$ cat src/rtl/rv_hazard_unit_pkg.sv
// Shared definitions for the pipeline hazard controller.
//   - default widths and the default load write-back select code
//   - forward-select encodings (FWD_RF / FWD_IM / FWD_WB)
//   - wait FSM state encoding
//   - packed stage-control payload
package rv_hazard_unit_pkg;

  localparam int unsigned RF_ADD_SIZE_DEF = 5;
  localparam int unsigned WB_SRC_W_DEF    = 3;
  localparam int unsigned PERF_W_DEF      = 32;
  localparam int unsigned TIMEOUT_DEF     = 64;

  localparam logic [WB_SRC_W_DEF-1:0] WB_SRC_LOAD_DEF = 3'd1;

  // Operand source selects driven towards the IE operand muxes
  localparam int unsigned FWD_W = 2;
  localparam logic [FWD_W-1:0] FWD_RF = 2'b00;
  localparam logic [FWD_W-1:0] FWD_IM = 2'b10;
  localparam logic [FWD_W-1:0] FWD_WB = 2'b01;

  typedef enum logic {
    HZ_IDLE = 1'b0,
    HZ_WAIT = 1'b1
  } hz_state_e;

  // Per-stage stall/flush controls
  typedef struct packed {
    logic if_stall;
    logic id_stall;
    logic id_flush;
    logic ie_stall;
    logic ie_flush;
    logic im_stall;
    logic iwb_flush;
  } hz_ctrl_t;

endpackage

$ cat src/rtl/rv_hazard_unit_if.sv
// Bundle between the datapath and the hazard controller.
// Signal directions are named from the hazard controller's view:
//   i_* : pipeline register fields and memory handshake observed by the unit
//   o_* : stall / flush / forward selects, watchdog flag, perf counters
// modport master : datapath side (drives i_*, receives o_*)
// modport slave  : hazard controller side
interface rv_hazard_unit_if #(
  parameter int unsigned RF_ADD_SIZE = 5,
  parameter int unsigned WB_SRC_W    = 3,
  parameter int unsigned PERF_W      = 32
);

  logic [RF_ADD_SIZE-1:0] i_id_src_0;
  logic [RF_ADD_SIZE-1:0] i_id_src_1;
  logic [RF_ADD_SIZE-1:0] i_ie_src_0;
  logic [RF_ADD_SIZE-1:0] i_ie_src_1;
  logic [RF_ADD_SIZE-1:0] i_ie_dst;
  logic                   i_ie_we;
  logic [WB_SRC_W-1:0]    i_ie_wb_src;
  logic                   i_ie_nxt_pc_src;
  logic [RF_ADD_SIZE-1:0] i_im_dst;
  logic                   i_im_we;
  logic                   i_im_mem_req;
  logic                   i_dmem_ready;
  logic [RF_ADD_SIZE-1:0] i_iwb_dst;
  logic                   i_iwb_we;

  logic                   o_if_stall;
  logic                   o_id_stall;
  logic                   o_id_flush;
  logic                   o_ie_stall;
  logic                   o_ie_flush;
  logic                   o_im_stall;
  logic                   o_iwb_flush;
  logic [1:0]             o_ie_forward_0;
  logic [1:0]             o_ie_forward_1;
  logic                   o_mem_timeout;
  logic [PERF_W-1:0]      o_stall_cycles;
  logic [PERF_W-1:0]      o_flush_count;

  modport master (
    output i_id_src_0, i_id_src_1, i_ie_src_0, i_ie_src_1, i_ie_dst, i_ie_we,
           i_ie_wb_src, i_ie_nxt_pc_src, i_im_dst, i_im_we, i_im_mem_req,
           i_dmem_ready, i_iwb_dst, i_iwb_we,
    input  o_if_stall, o_id_stall, o_id_flush, o_ie_stall, o_ie_flush,
           o_im_stall, o_iwb_flush, o_ie_forward_0, o_ie_forward_1,
           o_mem_timeout, o_stall_cycles, o_flush_count
  );

  modport slave (
    input  i_id_src_0, i_id_src_1, i_ie_src_0, i_ie_src_1, i_ie_dst, i_ie_we,
           i_ie_wb_src, i_ie_nxt_pc_src, i_im_dst, i_im_we, i_im_mem_req,
           i_dmem_ready, i_iwb_dst, i_iwb_we,
    output o_if_stall, o_id_stall, o_id_flush, o_ie_stall, o_ie_flush,
           o_im_stall, o_iwb_flush, o_ie_forward_0, o_ie_forward_1,
           o_mem_timeout, o_stall_cycles, o_flush_count
  );

endinterface

$ cat src/rtl/rv_hazard_unit_sat_counter.sv
// Saturating up-counter: +1 per cycle with i_inc high, sticks at all-ones.
// Ports: i_clk, i_rstn (async active-low), i_inc, o_count[W].
module sat_counter #(
  parameter int unsigned W = 32
) (
  input  logic         i_clk,
  input  logic         i_rstn,
  input  logic         i_inc,
  output logic [W-1:0] o_count
);

  logic [W-1:0] r_count;

  // Count register; holds once every bit is set
  always_ff @(posedge i_clk or negedge i_rstn) begin
    if (!i_rstn) begin
      r_count <= '0;
    end else if (i_inc && (r_count != '1)) begin
      r_count <= r_count + W'(1);
    end
  end

  assign o_count = r_count;

endmodule

$ cat src/rtl/rv_hazard_unit.sv
// Hazard controller for the 5-stage core: operand forwarding, load-use
// bubble, branch flush and data-memory wait freeze, plus a bounded-wait
// watchdog and saturating perf counters.
// Ports:
//   i_clk, i_rstn : clock, asynchronous active-low reset
//   hz_if (slave) : pipeline fields / dmem handshake in, stage controls,
//                   forward selects, o_mem_timeout and perf counters out
// Stage controls and forward selects are combinational from the current
// inputs; only the wait FSM, watchdog and counters are registered.
module rv_hazard_unit
  import rv_hazard_unit_pkg::*;
#(
  parameter int unsigned          RF_ADD_SIZE = RF_ADD_SIZE_DEF,
  parameter int unsigned          WB_SRC_W    = WB_SRC_W_DEF,
  parameter logic [WB_SRC_W-1:0]  WB_SRC_LOAD = WB_SRC_W'(WB_SRC_LOAD_DEF),
  parameter int unsigned          TIMEOUT     = TIMEOUT_DEF,
  parameter int unsigned          PERF_W      = PERF_W_DEF
) (
  input logic             i_clk,
  input logic             i_rstn,
  rv_hazard_unit_if.slave hz_if
);

  localparam int unsigned CNT_W   = (TIMEOUT > 2) ? $clog2(TIMEOUT) : 1;
  localparam logic [CNT_W-1:0] CNT_MAX = CNT_W'(TIMEOUT - 1);

  hz_state_e        r_state;
  hz_state_e        w_state_nxt;
  hz_ctrl_t         w_ctrl;
  hz_ctrl_t         w_ctrl_gated;
  logic [CNT_W-1:0] r_wait_cnt;
  logic             r_timeout;
  logic             w_mw;
  logic             w_br;
  logic             w_lu;
  logic [1:0]       w_fwd_0;
  logic [1:0]       w_fwd_1;

  // IM has priority over WB; x0 is never a forwarding source
  function automatic logic [1:0] fwd_sel(
    input logic [RF_ADD_SIZE-1:0] src,
    input logic [RF_ADD_SIZE-1:0] im_dst,
    input logic                   im_we,
    input logic [RF_ADD_SIZE-1:0] wb_dst,
    input logic                   wb_we
  );
    logic [1:0] sel;
    sel = FWD_RF;
    if (im_we && (im_dst != '0) && (im_dst == src)) begin
      sel = FWD_IM;
    end else if (wb_we && (wb_dst != '0) && (wb_dst == src)) begin
      sel = FWD_WB;
    end
    return sel;
  endfunction

  assign w_fwd_0 = fwd_sel(hz_if.i_ie_src_0, hz_if.i_im_dst, hz_if.i_im_we,
                           hz_if.i_iwb_dst, hz_if.i_iwb_we);
  assign w_fwd_1 = fwd_sel(hz_if.i_ie_src_1, hz_if.i_im_dst, hz_if.i_im_we,
                           hz_if.i_iwb_dst, hz_if.i_iwb_we);

  // Hazard conditions
  assign w_mw = hz_if.i_im_mem_req && !hz_if.i_dmem_ready;
  assign w_br = hz_if.i_ie_nxt_pc_src && !w_mw;
  assign w_lu = hz_if.i_ie_we && (hz_if.i_ie_wb_src == WB_SRC_LOAD) &&
                (hz_if.i_ie_dst != '0) &&
                ((hz_if.i_ie_dst == hz_if.i_id_src_0) ||
                 (hz_if.i_ie_dst == hz_if.i_id_src_1));

  // Wait FSM state register
  always_ff @(posedge i_clk or negedge i_rstn) begin
    if (!i_rstn) begin
      r_state <= HZ_IDLE;
    end else begin
      r_state <= w_state_nxt;
    end
  end

  // Next state and stage controls; MW > BR > LU. A held LU or branch
  // re-asserts naturally once the memory wait drops.
  always_comb begin
    w_state_nxt = r_state;
    w_ctrl      = '0;

    case (r_state)
      HZ_IDLE: if (w_mw) w_state_nxt = HZ_WAIT;
      HZ_WAIT: if (hz_if.i_dmem_ready || !hz_if.i_im_mem_req) w_state_nxt = HZ_IDLE;
      default: w_state_nxt = HZ_IDLE;
    endcase

    if (w_mw) begin
      w_ctrl.if_stall  = 1'b1;
      w_ctrl.id_stall  = 1'b1;
      w_ctrl.ie_stall  = 1'b1;
      w_ctrl.im_stall  = 1'b1;
      w_ctrl.iwb_flush = 1'b1;
    end else if (w_br) begin
      // ID instruction is discarded, so no load-use stall is needed
      w_ctrl.id_flush  = 1'b1;
      w_ctrl.ie_flush  = 1'b1;
    end else if (w_lu) begin
      w_ctrl.if_stall  = 1'b1;
      w_ctrl.id_stall  = 1'b1;
      w_ctrl.ie_flush  = 1'b1;
    end
  end

  // Wait counter: zero in IDLE, counts cycles spent in WAIT, saturates
  always_ff @(posedge i_clk or negedge i_rstn) begin
    if (!i_rstn) begin
      r_wait_cnt <= '0;
    end else if (w_state_nxt == HZ_IDLE) begin
      r_wait_cnt <= '0;
    end else if ((r_state == HZ_WAIT) && (r_wait_cnt != CNT_MAX)) begin
      r_wait_cnt <= r_wait_cnt + CNT_W'(1);
    end
  end

  // Sticky watchdog flag; the pipe keeps waiting after it sets
  always_ff @(posedge i_clk or negedge i_rstn) begin
    if (!i_rstn) begin
      r_timeout <= 1'b0;
    end else if ((r_state == HZ_WAIT) && (r_wait_cnt == CNT_MAX)) begin
      r_timeout <= 1'b1;
    end
  end

  // Controls are held low while reset is asserted
  assign w_ctrl_gated = i_rstn ? w_ctrl : '0;

  assign hz_if.o_if_stall     = w_ctrl_gated.if_stall;
  assign hz_if.o_id_stall     = w_ctrl_gated.id_stall;
  assign hz_if.o_id_flush     = w_ctrl_gated.id_flush;
  assign hz_if.o_ie_stall     = w_ctrl_gated.ie_stall;
  assign hz_if.o_ie_flush     = w_ctrl_gated.ie_flush;
  assign hz_if.o_im_stall     = w_ctrl_gated.im_stall;
  assign hz_if.o_iwb_flush    = w_ctrl_gated.iwb_flush;
  assign hz_if.o_ie_forward_0 = i_rstn ? w_fwd_0 : FWD_RF;
  assign hz_if.o_ie_forward_1 = i_rstn ? w_fwd_1 : FWD_RF;
  assign hz_if.o_mem_timeout  = r_timeout;

  sat_counter #(.W(PERF_W)) u_stall_cnt (
    .i_clk   (i_clk),
    .i_rstn  (i_rstn),
    .i_inc   (w_ctrl_gated.if_stall),
    .o_count (hz_if.o_stall_cycles)
  );

  sat_counter #(.W(PERF_W)) u_flush_cnt (
    .i_clk   (i_clk),
    .i_rstn  (i_rstn),
    .i_inc   (w_ctrl_gated.ie_flush),
    .o_count (hz_if.o_flush_count)
  );

endmodule

$ cat src/flat_wrapper.sv
// flat-port wrapper written by rule: the top's interface ports become plain ports
module rv_hazard_unit_flat import rv_hazard_unit_pkg::*;
#(
  parameter int unsigned          RF_ADD_SIZE = RF_ADD_SIZE_DEF,
  parameter int unsigned          WB_SRC_W    = WB_SRC_W_DEF,
  parameter logic [WB_SRC_W-1:0]  WB_SRC_LOAD = WB_SRC_W'(WB_SRC_LOAD_DEF),
  parameter int unsigned          TIMEOUT     = TIMEOUT_DEF,
  parameter int unsigned          PERF_W      = PERF_W_DEF
)
  (i_clk, i_rstn, hz_if_i_id_src_0, hz_if_i_id_src_1, hz_if_i_ie_src_0, hz_if_i_ie_src_1, hz_if_i_ie_dst, hz_if_i_ie_we, hz_if_i_ie_wb_src, hz_if_i_ie_nxt_pc_src, hz_if_i_im_dst, hz_if_i_im_we, hz_if_i_im_mem_req, hz_if_i_dmem_ready, hz_if_i_iwb_dst, hz_if_i_iwb_we, hz_if_o_if_stall, hz_if_o_id_stall, hz_if_o_id_flush, hz_if_o_ie_stall, hz_if_o_ie_flush, hz_if_o_im_stall, hz_if_o_iwb_flush, hz_if_o_ie_forward_0, hz_if_o_ie_forward_1, hz_if_o_mem_timeout, hz_if_o_stall_cycles, hz_if_o_flush_count);
  rv_hazard_unit_if #(.RF_ADD_SIZE(RF_ADD_SIZE), .WB_SRC_W(WB_SRC_W), .PERF_W(PERF_W)) hz_if_i ();
  input logic i_clk;
  input logic i_rstn;
  input wire logic [$bits(hz_if_i.i_id_src_0)-1:0] hz_if_i_id_src_0;
  input wire logic [$bits(hz_if_i.i_id_src_1)-1:0] hz_if_i_id_src_1;
  input wire logic [$bits(hz_if_i.i_ie_src_0)-1:0] hz_if_i_ie_src_0;
  input wire logic [$bits(hz_if_i.i_ie_src_1)-1:0] hz_if_i_ie_src_1;
  input wire logic [$bits(hz_if_i.i_ie_dst)-1:0] hz_if_i_ie_dst;
  input wire logic [$bits(hz_if_i.i_ie_we)-1:0] hz_if_i_ie_we;
  input wire logic [$bits(hz_if_i.i_ie_wb_src)-1:0] hz_if_i_ie_wb_src;
  input wire logic [$bits(hz_if_i.i_ie_nxt_pc_src)-1:0] hz_if_i_ie_nxt_pc_src;
  input wire logic [$bits(hz_if_i.i_im_dst)-1:0] hz_if_i_im_dst;
  input wire logic [$bits(hz_if_i.i_im_we)-1:0] hz_if_i_im_we;
  input wire logic [$bits(hz_if_i.i_im_mem_req)-1:0] hz_if_i_im_mem_req;
  input wire logic [$bits(hz_if_i.i_dmem_ready)-1:0] hz_if_i_dmem_ready;
  input wire logic [$bits(hz_if_i.i_iwb_dst)-1:0] hz_if_i_iwb_dst;
  input wire logic [$bits(hz_if_i.i_iwb_we)-1:0] hz_if_i_iwb_we;
  output wire logic [$bits(hz_if_i.o_if_stall)-1:0] hz_if_o_if_stall;
  output wire logic [$bits(hz_if_i.o_id_stall)-1:0] hz_if_o_id_stall;
  output wire logic [$bits(hz_if_i.o_id_flush)-1:0] hz_if_o_id_flush;
  output wire logic [$bits(hz_if_i.o_ie_stall)-1:0] hz_if_o_ie_stall;
  output wire logic [$bits(hz_if_i.o_ie_flush)-1:0] hz_if_o_ie_flush;
  output wire logic [$bits(hz_if_i.o_im_stall)-1:0] hz_if_o_im_stall;
  output wire logic [$bits(hz_if_i.o_iwb_flush)-1:0] hz_if_o_iwb_flush;
  output wire logic [$bits(hz_if_i.o_ie_forward_0)-1:0] hz_if_o_ie_forward_0;
  output wire logic [$bits(hz_if_i.o_ie_forward_1)-1:0] hz_if_o_ie_forward_1;
  output wire logic [$bits(hz_if_i.o_mem_timeout)-1:0] hz_if_o_mem_timeout;
  output wire logic [$bits(hz_if_i.o_stall_cycles)-1:0] hz_if_o_stall_cycles;
  output wire logic [$bits(hz_if_i.o_flush_count)-1:0] hz_if_o_flush_count;
  assign hz_if_i.i_id_src_0 = hz_if_i_id_src_0;
  assign hz_if_i.i_id_src_1 = hz_if_i_id_src_1;
  assign hz_if_i.i_ie_src_0 = hz_if_i_ie_src_0;
  assign hz_if_i.i_ie_src_1 = hz_if_i_ie_src_1;
  assign hz_if_i.i_ie_dst = hz_if_i_ie_dst;
  assign hz_if_i.i_ie_we = hz_if_i_ie_we;
  assign hz_if_i.i_ie_wb_src = hz_if_i_ie_wb_src;
  assign hz_if_i.i_ie_nxt_pc_src = hz_if_i_ie_nxt_pc_src;
  assign hz_if_i.i_im_dst = hz_if_i_im_dst;
  assign hz_if_i.i_im_we = hz_if_i_im_we;
  assign hz_if_i.i_im_mem_req = hz_if_i_im_mem_req;
  assign hz_if_i.i_dmem_ready = hz_if_i_dmem_ready;
  assign hz_if_i.i_iwb_dst = hz_if_i_iwb_dst;
  assign hz_if_i.i_iwb_we = hz_if_i_iwb_we;
  assign hz_if_o_if_stall = hz_if_i.o_if_stall;
  assign hz_if_o_id_stall = hz_if_i.o_id_stall;
  assign hz_if_o_id_flush = hz_if_i.o_id_flush;
  assign hz_if_o_ie_stall = hz_if_i.o_ie_stall;
  assign hz_if_o_ie_flush = hz_if_i.o_ie_flush;
  assign hz_if_o_im_stall = hz_if_i.o_im_stall;
  assign hz_if_o_iwb_flush = hz_if_i.o_iwb_flush;
  assign hz_if_o_ie_forward_0 = hz_if_i.o_ie_forward_0;
  assign hz_if_o_ie_forward_1 = hz_if_i.o_ie_forward_1;
  assign hz_if_o_mem_timeout = hz_if_i.o_mem_timeout;
  assign hz_if_o_stall_cycles = hz_if_i.o_stall_cycles;
  assign hz_if_o_flush_count = hz_if_i.o_flush_count;
  rv_hazard_unit #(.RF_ADD_SIZE(RF_ADD_SIZE), .WB_SRC_W(WB_SRC_W), .WB_SRC_LOAD(WB_SRC_LOAD), .TIMEOUT(TIMEOUT), .PERF_W(PERF_W)) u_core (.i_clk(i_clk), .i_rstn(i_rstn), .hz_if(hz_if_i));
endmodule
$ cat config.mk
export PLATFORM = sky130hd
export DESIGN_NAME = rv_hazard_unit_flat
export DESIGN_NICKNAME = d
export VERILOG_FILES = /design/src/rtl/rv_hazard_unit_pkg.sv /design/src/rtl/rv_hazard_unit_if.sv /design/src/rtl/rv_hazard_unit_sat_counter.sv /design/src/rtl/rv_hazard_unit.sv /design/src/flat_wrapper.sv
export SDC_FILE = /design/constraint.sdc
export NUM_CORES = 1
export LEC_CHECK = 0
export ABC_AREA = 1
export BUFFER_PORTS_ARGS = -buffer_cell sky130_fd_sc_hd__clkbuf_2
export CORE_ASPECT_RATIO = 0.75
export CORE_UTILIZATION = 37
export CTS_CLUSTER_DIAMETER = 120
export DETAILED_ROUTE_END_ITERATION = 8
export SLEW_MARGIN = 20
export SYNTH_ARGS = -nofsm -noshare
export SYNTH_HDL_FRONTEND = slang
export SYNTH_SLANG_ARGS = --single-unit
$ cat constraint.sdc
create_clock -name i_clk -period 2 [get_ports i_clk]
set_input_delay 0.4 -clock i_clk [delete_from_list [all_inputs] [get_ports i_clk]]
set_output_delay 0.4 -clock i_clk [all_outputs]
set_load 0.01 [all_outputs]
After elaboration in Yosys (flattened, before gate mapping)
Index checks and enable logic that the tools add are counted.
- $add $sub $neg: 3
- multiply operators: 0
- divide/modulo/power cells: 0
- magnitude comparators: 0
- equality and inequality tests: 12
- shift-type cells: 0
- mux-type cells: 21
- bitwise logic cells: 1
- reductions and logical operators: 23
- operators with widths (operator ; count):
    adder 32 x 1 -> 32 bit (second input constant) ; 2
    != test 32 bit (second input constant) ; 2
    equality test 5 bit ; 6
    two-way mux 2 bit ; 8
    logical AND 1 bit ; 15
    nonzero test 5 bit ; 3
    two-way mux 6 bit ; 2
    two-way mux 1 bit ; 9
    two-way mux 7 bit ; 1
    adder 6 x 1 -> 6 bit (second input constant) ; 1
    equality test 6 bit (second input constant) ; 1
    != test 6 bit (second input constant) ; 1
    equality test 3 x 1 -> 1 bit (second input constant) ; 1
    zero test 1 bit ; 3
    logical OR 1 bit ; 2
    != test 2 bit (second input constant) ; 1
    case mux 1 bit (2 select lines) ; 1
    NOT 1 bit ; 1
- bits in registers: 72
- bits in latches: 0
- RAM bits: 0
- memory bits (read-only): 0
- input bits: 46
- output and inout bits: 76
- word-level logic and storage cells: 65
- memories kept: 0

Depth between registers and ports, before layout
Gate-level depths: netlist (run 1).
- depth after elaboration: 9
- mapped depth: 13
- mapped depth without buffers: 11

Hierarchy
From an unflattened synthesis (run 1), not the netlist that was laid out.
- cells, all modules: 829
- area, all modules: 5386.4 µm²
- by module, submodules not included (module ; times used ; cells an instance ; area an instance (µm²) ; sequential area each (µm²)):
    sat_counter ; 2 ; 333 ; 2190.9 ; 800.8
    rv_hazard_unit ; 1 ; 163 ; 1004.7 ; 200.2

Worst setup path after synthesis (run 1)
No wires, ideal clock.
- path type: in2out
- start point: input hz_if_i_im_mem_req
- end point: output hz_if_o_if_stall
- arrival time: 1.425 ns
- path slack: 0.175 ns
- stages: 8
- cell sequence: inv_1 -> nor2_1 -> inv_1 -> nor2_1 -> inv_1 -> nand2_2 -> buf_2 -> buf_4
- longest elaborated chain between the ends: 6
- RTL lines (element ; line ; source):
    start: declaration ; flat_wrapper.sv:24 ; input wire logic [$bits(hz_if_i.i_im_mem_req)-1:0] hz_if_i_im_mem_req;
    logical AND 1 bit (*) ; rv_hazard_unit.sv:63 ; assign w_mw = hz_if.i_im_mem_req && !hz_if.i_dmem_ready;
    zero test 1 bit ; rv_hazard_unit.sv:64 ; assign w_br = hz_if.i_ie_nxt_pc_src && !w_mw;
    logical AND 1 bit ; rv_hazard_unit.sv:64 ;
    two-way mux 2 bit ; rv_hazard_unit.sv:97 ; end else if (w_br) begin
    two-way mux 2 bit (*) ; rv_hazard_unit.sv:91 ; if (w_mw) begin
    two-way mux 7 bit (*) ; rv_hazard_unit.sv:129 ; assign w_ctrl_gated = i_rstn ? w_ctrl : '0;
    end: declaration ; flat_wrapper.sv:28 ; output wire logic [$bits(hz_if_i.o_if_stall)-1:0] hz_if_o_if_stall;
Mark *: on every way between the ends. The rest lies on a longest branch, timed or not.

Worst setup path in the final report (run 1)
- start point: input hz_if_i_im_dst[2]
- end point: output hz_if_o_ie_forward_0[0]
- longest elaborated chain between the ends: 5
- elaborated cells between the ends (all ways): 6
- those cells by class: 1 x eq/ne; 2 x mux; 3 x reduce/logical
- RTL lines (element ; line ; source):
    start: declaration ; flat_wrapper.sv:22 ; input wire logic [$bits(hz_if_i.i_im_dst)-1:0] hz_if_i_im_dst;
    nonzero test 5 bit ; rv_hazard_unit.sv:49 ; if (im_we && (im_dst != '0) && (im_dst == src)) begin
    logical AND 1 bit ; rv_hazard_unit.sv:49 ;
    logical AND 1 bit (*) ; rv_hazard_unit.sv:49 ;
    two-way mux 2 bit (*) ; rv_hazard_unit.sv:49 ;
    two-way mux 2 bit (*) ; rv_hazard_unit.sv:138 ; assign hz_if.o_ie_forward_0 = i_rstn ? w_fwd_0 : FWD_RF;
    end: declaration ; flat_wrapper.sv:35 ; output wire logic [$bits(hz_if_i.o_ie_forward_0)-1:0] hz_if_o_ie_forward_0;
Marked as above.

==> impl_metrics.csv, run 1 <==
group,metric,value,unit
clock_network,clock_edge_transition_at_the_registers_on_the_reported_setup_and_hold_paths,0.06,ns
yosys,syn-mean-instance-area,6.50,um^2
power_and_ir_drop,power_report.internal_total,2.83,mW
timing,holdWs,0.133,ns
timing,fin_crit,1.87,ns
finish,ff_latch_area,0.00180,mm^2
setup_path,cp_data_arrival_time,1.47,ns
setup_path,kind_of_start_point_of_the_critical_path,"input port",
detailed_routing,post_drt_via_cell_ratio,4.94,
timing,setup_viol,0,
clock_network,ctsHtreeMaxLevel,3,
yosys,synth.cell_area,0.00531,mm^2
clock_network,tritoncts,"done",
placement,dpl.cell_count,1141,
finish,count_of_fill_cells_added_during_filler_insertion,1452,
yosys,synth-edff-count,0,
timing,finalCritPeriodShare,93.3,%
yosys,cell_types_with_the_largest_area_share_after_synthesis,"sky130_fd_sc_hd__dfrtp_1 (34%), sky130_fd_sc_hd__nand2_1 (24%), sky130_fd_sc_hd__nor2_1 (7.4%)",
detailed_routing,ant_nets,0,
floorplanning,core-area,0.0138,mm^2
timing,tightest_slew,0.586,ns
setup_path,critical_path_required,1.60,ns
power_and_ir_drop,power.switching_fraction,28.3,%
yosys,synth.yosys.warnings,0,
timing,clock.fmax,536,MHz
yosys,largest_area_contributor_in_the_synthesized_netlist,"sky130_fd_sc_hd__dfrtp_1",
yosys,ys_seq_area_share,34.0,%
yosys,synth_fp_nets,865,
power_and_ir_drop,p_comb_share,16.5,%
grt,globalRouteOverflowTotal,0,
flow_run,cap_viol_max_count,0,
timing,timing.max_slew.rel_slack,61.0,%
clock_network,numClockSinks,72,
floorplanning,std_cell_rows,37,
setup_path,crit_fanout,3,
power_and_ir_drop,p_per_area,584,mW/mm^2
outcome,status,"finished clean",
clock_network,clk_path_buf_depth,2,
setup_path,setup.worst_path.end_class,"output pin",
timing,fin_setup_tns,0,ns
hold_path,min-delay-path-class,"in -> async",
grt,grt_usage,22.8,%
grt,initial_antenna_violation_count,0,
timing,post-route-worst-setup-slack,0.134,ns
setup_path,setup.worst_path.class,"in -> out",
yosys,synth_most_common_cell,"sky130_fd_sc_hd__nand2_1",
timing,grt_setup_unrepaired,"false",
power_and_ir_drop,power_frac_seq,41.3,%
placement,detailedPlace.worstSlack,0.0506,ns
finish,instances_no_fill,1157,
yosys,synthesis.instances,816,
detailed_routing,vias,5715,
placement,place_hpwl,12700,um
timing,slew_limit_fails,0,
finish,post_layout_utilization_of_the_core,48.8,%
finish,post_layout_inst_area,0.00675,mm^2
detailed_routing,routedWlPerCell,14.2,um
floorplanning,die_y,106,um
grt,grt_first_pass_wirelength,26600,um
yosys,netlist.area_leader.share,34.0,%
yosys,netlist-cell-type-count,36,
placement,dpl_cell_area,0.00643,mm^2
floorplanning,initial_utilization,38.3,%
detailed_routing,postRouteWirelength,16400,um
clock_network,cts-buffers-inserted,9,
yosys,synth-seq-cells,72,
clock_network,clock-root-buffer,"sky130_fd_sc_hd__clkbuf_16",
grt,grt_pass1_vias,5137,
floorplanning,die_area,0.0148,mm^2
placement,gp_congestion,0.961,
power_and_ir_drop,power.clock.fraction,42.2,%
finish,layout-drive-gt1-share,22.3,%
floorplanning,top_level_port_count,122,
yosys,ys_async_sr_fraction,100,%
finish,syn_to_final_growth,27.3,%
clock_network,clock_latency,0.33,ns
placement,io_buffers,121,
finish,antenna_cells,0,
power_and_ir_drop,power.total,3.95,mW
finish,finish.net_count,1026,
finish,multi_input_comb_area,0.00317,mm^2
power_and_ir_drop,power_leakage,3.55,nW
timing,finalClockSkew,0.00679,ns
detailed_routing,detail_route.first_pass.iterations,5,
grt,largest_net_degree_at_the_start_of_global_routing,46,
timing,finalHoldViolCount,0,
yosys,most_common_library_cells_after_synthesis,"sky130_fd_sc_hd__nand2_1 (337), sky130_fd_sc_hd__nor2_1 (105), sky130_fd_sc_hd__dfrtp_1 (72), sky130_fd_sc_hd__nand3_1 (56), sky130_fd_sc_hd__inv_1 (48)",
power_and_ir_drop,vdd_ir_drop_max,0.389,mV
power_and_ir_drop,power.switching,1.12,mW
detailed_routing,drtIter0Drc,391,
yosys,ys.flop_type,"sky130_fd_sc_hd__dfrtp_1",
detailed_routing,detail_route.drc_violations,0,
floorplanning,die_x,140,um
layout make-up:
type	count	share of cell area, %
clock inverters	5	0.815
repair buffers	175	15.6
well taps	175	3.24
clock buffers	11	3.74
inverters	55	3.06
multi-input cells	664	46.9
flip-flops and latches	72	26.7
sequential cells by signal, summed over array words and instances, names as in the netlist:
| signal | flops |
|---|---|
| u_core.hz_if.o_mem_timeout | 1 |
| u_core.u_stall_cnt.o_count | 32 |
| u_core.u_flush_cnt.o_count | 32 |
| u_core.r_wait_cnt | 6 |
| u_core.r_state | 1 |
placed cells by master (no fill, tap or decap), types with 2 or more instances in the layout:
cell,Yosys,routed
sky130_fd_sc_hd__a211oi_1,2,2
sky130_fd_sc_hd__a21oi_1,5,5
sky130_fd_sc_hd__and3_1,2,2
sky130_fd_sc_hd__buf_12,0,3
sky130_fd_sc_hd__buf_4,6,52
sky130_fd_sc_hd__clkbuf_16,0,9
sky130_fd_sc_hd__clkbuf_2,0,120
sky130_fd_sc_hd__clkbuf_8,0,2
sky130_fd_sc_hd__clkinv_2,0,2
sky130_fd_sc_hd__clkinvlp_4,0,2
sky130_fd_sc_hd__dfrtp_1,72,72
sky130_fd_sc_hd__ha_1,3,3
sky130_fd_sc_hd__inv_1,48,48
sky130_fd_sc_hd__inv_2,7,7
sky130_fd_sc_hd__nand2_1,337,337
sky130_fd_sc_hd__nand2_2,6,6
sky130_fd_sc_hd__nand3_1,56,56
sky130_fd_sc_hd__nand3_2,2,2
sky130_fd_sc_hd__nand3b_1,18,18
sky130_fd_sc_hd__nand4_1,38,38
sky130_fd_sc_hd__nor2_1,105,104
sky130_fd_sc_hd__nor2_2,3,4
sky130_fd_sc_hd__nor2_4,4,4
sky130_fd_sc_hd__nor3_1,16,16
sky130_fd_sc_hd__nor4_1,2,2
sky130_fd_sc_hd__o21ai_0,6,6
sky130_fd_sc_hd__xnor2_1,18,18
sky130_fd_sc_hd__xor2_1,29,29
cells by family after synthesis:
family,after synthesis,share of synthesized area [%]
buf+inv,80,6.63
simple gates,595,48.8
compound gates,19,2.15
xor+xnor,47,7.76
flops,72,34.0
fa+ha+maj,3,0.708
worst max-delay path, stage by stage:
cell                       delay (ns)
sky130_fd_sc_hd__clkbuf_2        0.11
sky130_fd_sc_hd__or2_2           0.30
sky130_fd_sc_hd__o41ai_2         0.24
sky130_fd_sc_hd__inv_1           0.12
sky130_fd_sc_hd__a21oi_1         0.14
sky130_fd_sc_hd__clkbuf_2        0.15
routing by layer:
metal / GRT usage, % / share of wire [%]
met5: 0 / 0
met4: 3.30 / 0.59
met3: 5.77 / 7.9
met2: 30.3 / 38
met1: 36.7 / 54
power groups by stage:
| stage | clock [mW] | sequential [mW] | combinational, mW |
|---|---|---|---|
| detailed placement | 0 | 1.65 | 0.653 |
| floorplan | 0 | 1.68 | 0.313 |
| global route | 1.79 | 1.64 | 0.732 |
| CTS | 1.72 | 1.63 | 0.655 |
| global placement | 0 | 1.65 | 0.647 |
| finish | 1.66 | 1.63 | 0.652 |
timing repair:
action | in CTS | in global routing
setup buffers | 0 | 0
endpoints found under the setup margin | 0 | 27
hold buffers | 0 | 0
resized for setup | 0 | 2
path summary, 6_finish.rpt:
kind                                                      startpoint                                    endpoint  slack, ns  cells past startpoint
setup reg to reg           u_core.u_stall_cnt.o_count[1]$_DFFE_PN0P_  u_core.u_stall_cnt.o_count[18]$_DFFE_PN0P_       0.18                     11
min in group i_clk                                hz_if_i_dmem_ready            u_core.r_wait_cnt[2]$_DFFE_PN0P_       0.36                      4
setup / recovery                                   hz_if_i_im_dst[2]                     hz_if_o_ie_forward_0[0]       0.13                      6
max in group asynchronous                                     i_rstn  u_core.u_stall_cnt.o_count[18]$_DFFE_PN0P_       1.37                      2
hold reg to reg               u_core.hz_if.o_mem_timeout$_DFFE_PN0P_      u_core.hz_if.o_mem_timeout$_DFFE_PN0P_       0.47                      1
hold / removal                                                i_rstn   u_core.u_flush_cnt.o_count[7]$_DFFE_PN0P_       0.13                      2
Power figures use the tool's default switching activity.
==> inputs of run 2 (changes only) <==
--- a/config.mk
+++ b/config.mk
@@ -8,7 +8,7 @@
 export ABC_AREA = 1
 export BUFFER_PORTS_ARGS = -buffer_cell sky130_fd_sc_hd__clkbuf_2
 export CORE_ASPECT_RATIO = 0.75
-export CORE_UTILIZATION = 37
+export CORE_UTILIZATION = 31
 export CTS_CLUSTER_DIAMETER = 120
 export DETAILED_ROUTE_END_ITERATION = 8
 export SLEW_MARGIN = 20
==> run 2 against run 1 <==
- maximum frequency shrank 1.2%
- sequential power is essentially flat
- largest power group unchanged
- critical endpoint unchanged
- count of clock-buffer cells in the layout is the same
- critical path depth is the same
- setup slack lost 0.022 ns
- register-to-register slack is essentially flat
- critical path type unchanged
- highest routed layer unchanged
==> impl_metrics.csv, run 2 (same netlist as run 1, synthesis figures left out) <==
group,metric,value,unit
timing,clock.fmax,530,MHz
setup_path,critical_path_required,1.60,ns
detailed_routing,detail_route.drc_violations,0,
clock_network,clock_latency,0.33,ns
timing,grt_setup_unrepaired,"false",
power_and_ir_drop,vdd_ir_drop_max,0.337,mV
timing,finalHoldViolCount,0,
clock_network,numClockSinks,72,
timing,holdWs,0.126,ns
outcome,status,"finished clean",
finish,finish.net_count,1016,
hold_path,min-delay-path-class,"in -> async",
timing,timing.max_slew.rel_slack,57.0,%
timing,setup_viol,0,
clock_network,clk_path_buf_depth,2,
detailed_routing,post_drt_via_cell_ratio,4.85,
grt,grt_first_pass_wirelength,26800,um
finish,leading_cell_type_in_the_layout_fill_and_taps_excluded,"sky130_fd_sc_hd__nand2_1",
clock_network,ctsHtreeMaxLevel,3,
clock_network,cts-buffers-inserted,9,
setup_path,cp_data_arrival_time,1.49,ns
detailed_routing,ant_nets,0,
grt,grt_usage,19.2,%
placement,dpl.cell_count,1170,
timing,fin_setup_tns,0,ns
clock_network,tritoncts,"done",
detailed_routing,vias,5759,
timing,finalClockSkew,0.00717,ns
floorplanning,die_y,115,um
clock_network,clock_edge_transition_at_the_registers_on_the_reported_setup_and_hold_paths,0.06,ns
detailed_routing,drtIter0Drc,403,
floorplanning,core-area,0.0168,mm^2
timing,slew_limit_fails,0,
clock_network,clock-root-buffer,"sky130_fd_sc_hd__clkbuf_16",
detailed_routing,detail_route.first_pass.iterations,7,
floorplanning,initial_utilization,31.6,%
power_and_ir_drop,power_leakage,3.52,nW
setup_path,crit_fanout,3,
finish,count_of_fill_cells_added_during_filler_insertion,1777,
setup_path,setup.worst_path.end_class,"output pin",
setup_path,setup.worst_path.class,"in -> out",
grt,globalRouteOverflowTotal,0,
finish,layout_common_cells,"sky130_fd_sc_hd__nand2_1 (337), sky130_fd_sc_hd__clkbuf_2 (120), sky130_fd_sc_hd__nor2_1 (104), sky130_fd_sc_hd__dfrtp_1 (72), sky130_fd_sc_hd__nand3_1 (56)",
power_and_ir_drop,p_per_area,588,mW/mm^2
floorplanning,top_level_port_count,122,
grt,grt_pass1_vias,5156,
grt,largest_net_degree_at_the_start_of_global_routing,48,
flow_run,cap_viol_max_count,0,
finish,instances_no_fill,1187,
finish,layout-drive-gt1-share,21.5,%
power_and_ir_drop,power.total,3.97,mW
floorplanning,std_cell_rows,41,
placement,gp_congestion,0.995,
placement,place_hpwl,12600,um
timing,tightest_slew,0.645,ns
placement,io_buffers,121,
finish,syn_to_final_growth,27.5,%
timing,finalCritPeriodShare,94.4,%
clock_network,post-cts-setup-buffer-count,0,
floorplanning,die_x,153,um
setup_path,kind_of_start_point_of_the_critical_path,"input port",
floorplanning,die_area,0.0176,mm^2
grt,initial_antenna_violation_count,0,
detailed_routing,routedWlPerCell,13.7,um
finish,antenna_cells,0,
detailed_routing,postRouteWirelength,16300,um
timing,fin_crit,1.89,ns
run 2: layout make-up:
class	count	area (um^2)	share of cell area, %
clock buffers	11	253	3.74
clock inverters	5	55.1	0.814
inverters	55	206	3.05
multi-input cells	664	3190	47.1
flip-flops and latches	72	1800	26.6
well taps	215	269	3.98
repair buffers	165	991	14.6
run 2: final timing paths:
| kind | from | end | slack (ns) | cells past startpoint |
|---|---|---|---|---|
| hold / removal | i_rstn | u_core.r_wait_cnt[4]$_DFFE_PN0P_ | 0.13 | 2 |
| min in group i_clk | hz_if_i_dmem_ready | u_core.r_wait_cnt[2]$_DFFE_PN0P_ | 0.36 | 4 |
| setup reg to reg | u_core.u_flush_cnt.o_count[1]$_DFFE_PN0P_ | u_core.u_flush_cnt.o_count[20]$_DFFE_PN0P_ | 0.17 | 9 |
| max in group asynchronous | i_rstn | u_core.u_flush_cnt.o_count[24]$_DFFE_PN0P_ | 1.31 | 2 |
| setup / recovery | hz_if_i_im_dst[2] | hz_if_o_ie_forward_0[0] | 0.11 | 6 |
| hold reg to reg | u_core.hz_if.o_mem_timeout$_DFFE_PN0P_ | u_core.hz_if.o_mem_timeout$_DFFE_PN0P_ | 0.46 | 1 |
run 2: worst max-delay path, cell delays in order:
cell	delay [ns]
sky130_fd_sc_hd__clkbuf_2	0.11
sky130_fd_sc_hd__or2_2	0.33
sky130_fd_sc_hd__o41ai_4	0.23
sky130_fd_sc_hd__inv_1	0.11
sky130_fd_sc_hd__a21oi_1	0.15
sky130_fd_sc_hd__clkbuf_2	0.15
run 2: layer usage:
layer,vias to the layer above,track usage [%],wire length (um)
li1,2914,-,-
met1,2656,28.5,8370
met2,173,27.9,6860
met3,16,3.88,923
met4,0,5.05,141
met5,-,0,0
run 2: where the power goes:
group          internal [mW]  switching [mW]
registers               1.53          0.0918
clock network           1.03           0.639
logic                  0.285           0.400
total                   2.84            1.13
run 2: repair_timing:
| item | 4_1_cts | 5_1_grt |
|---|---|---|
| setup endpoints to repair | 0 | 28 |
| resized for setup | 0 | 5 |
| endpoints found under the hold margin | 3 | 0 |
| hold buffers | 1 | 0 |
run 2: through the flow:
step | area (um^2) | setup slack, ns | utilization, %
floorplan | 5310 | 0.175 | -
global placement | 6410 | 0.0567 | 38.2
detailed placement | 6410 | 0.00946 | 38.2
CTS | 6730 | 0.00735 | 40.1
global route | 6770 | 0.00527 | 40.3
finish | 6770 | 0.112 | 40.3
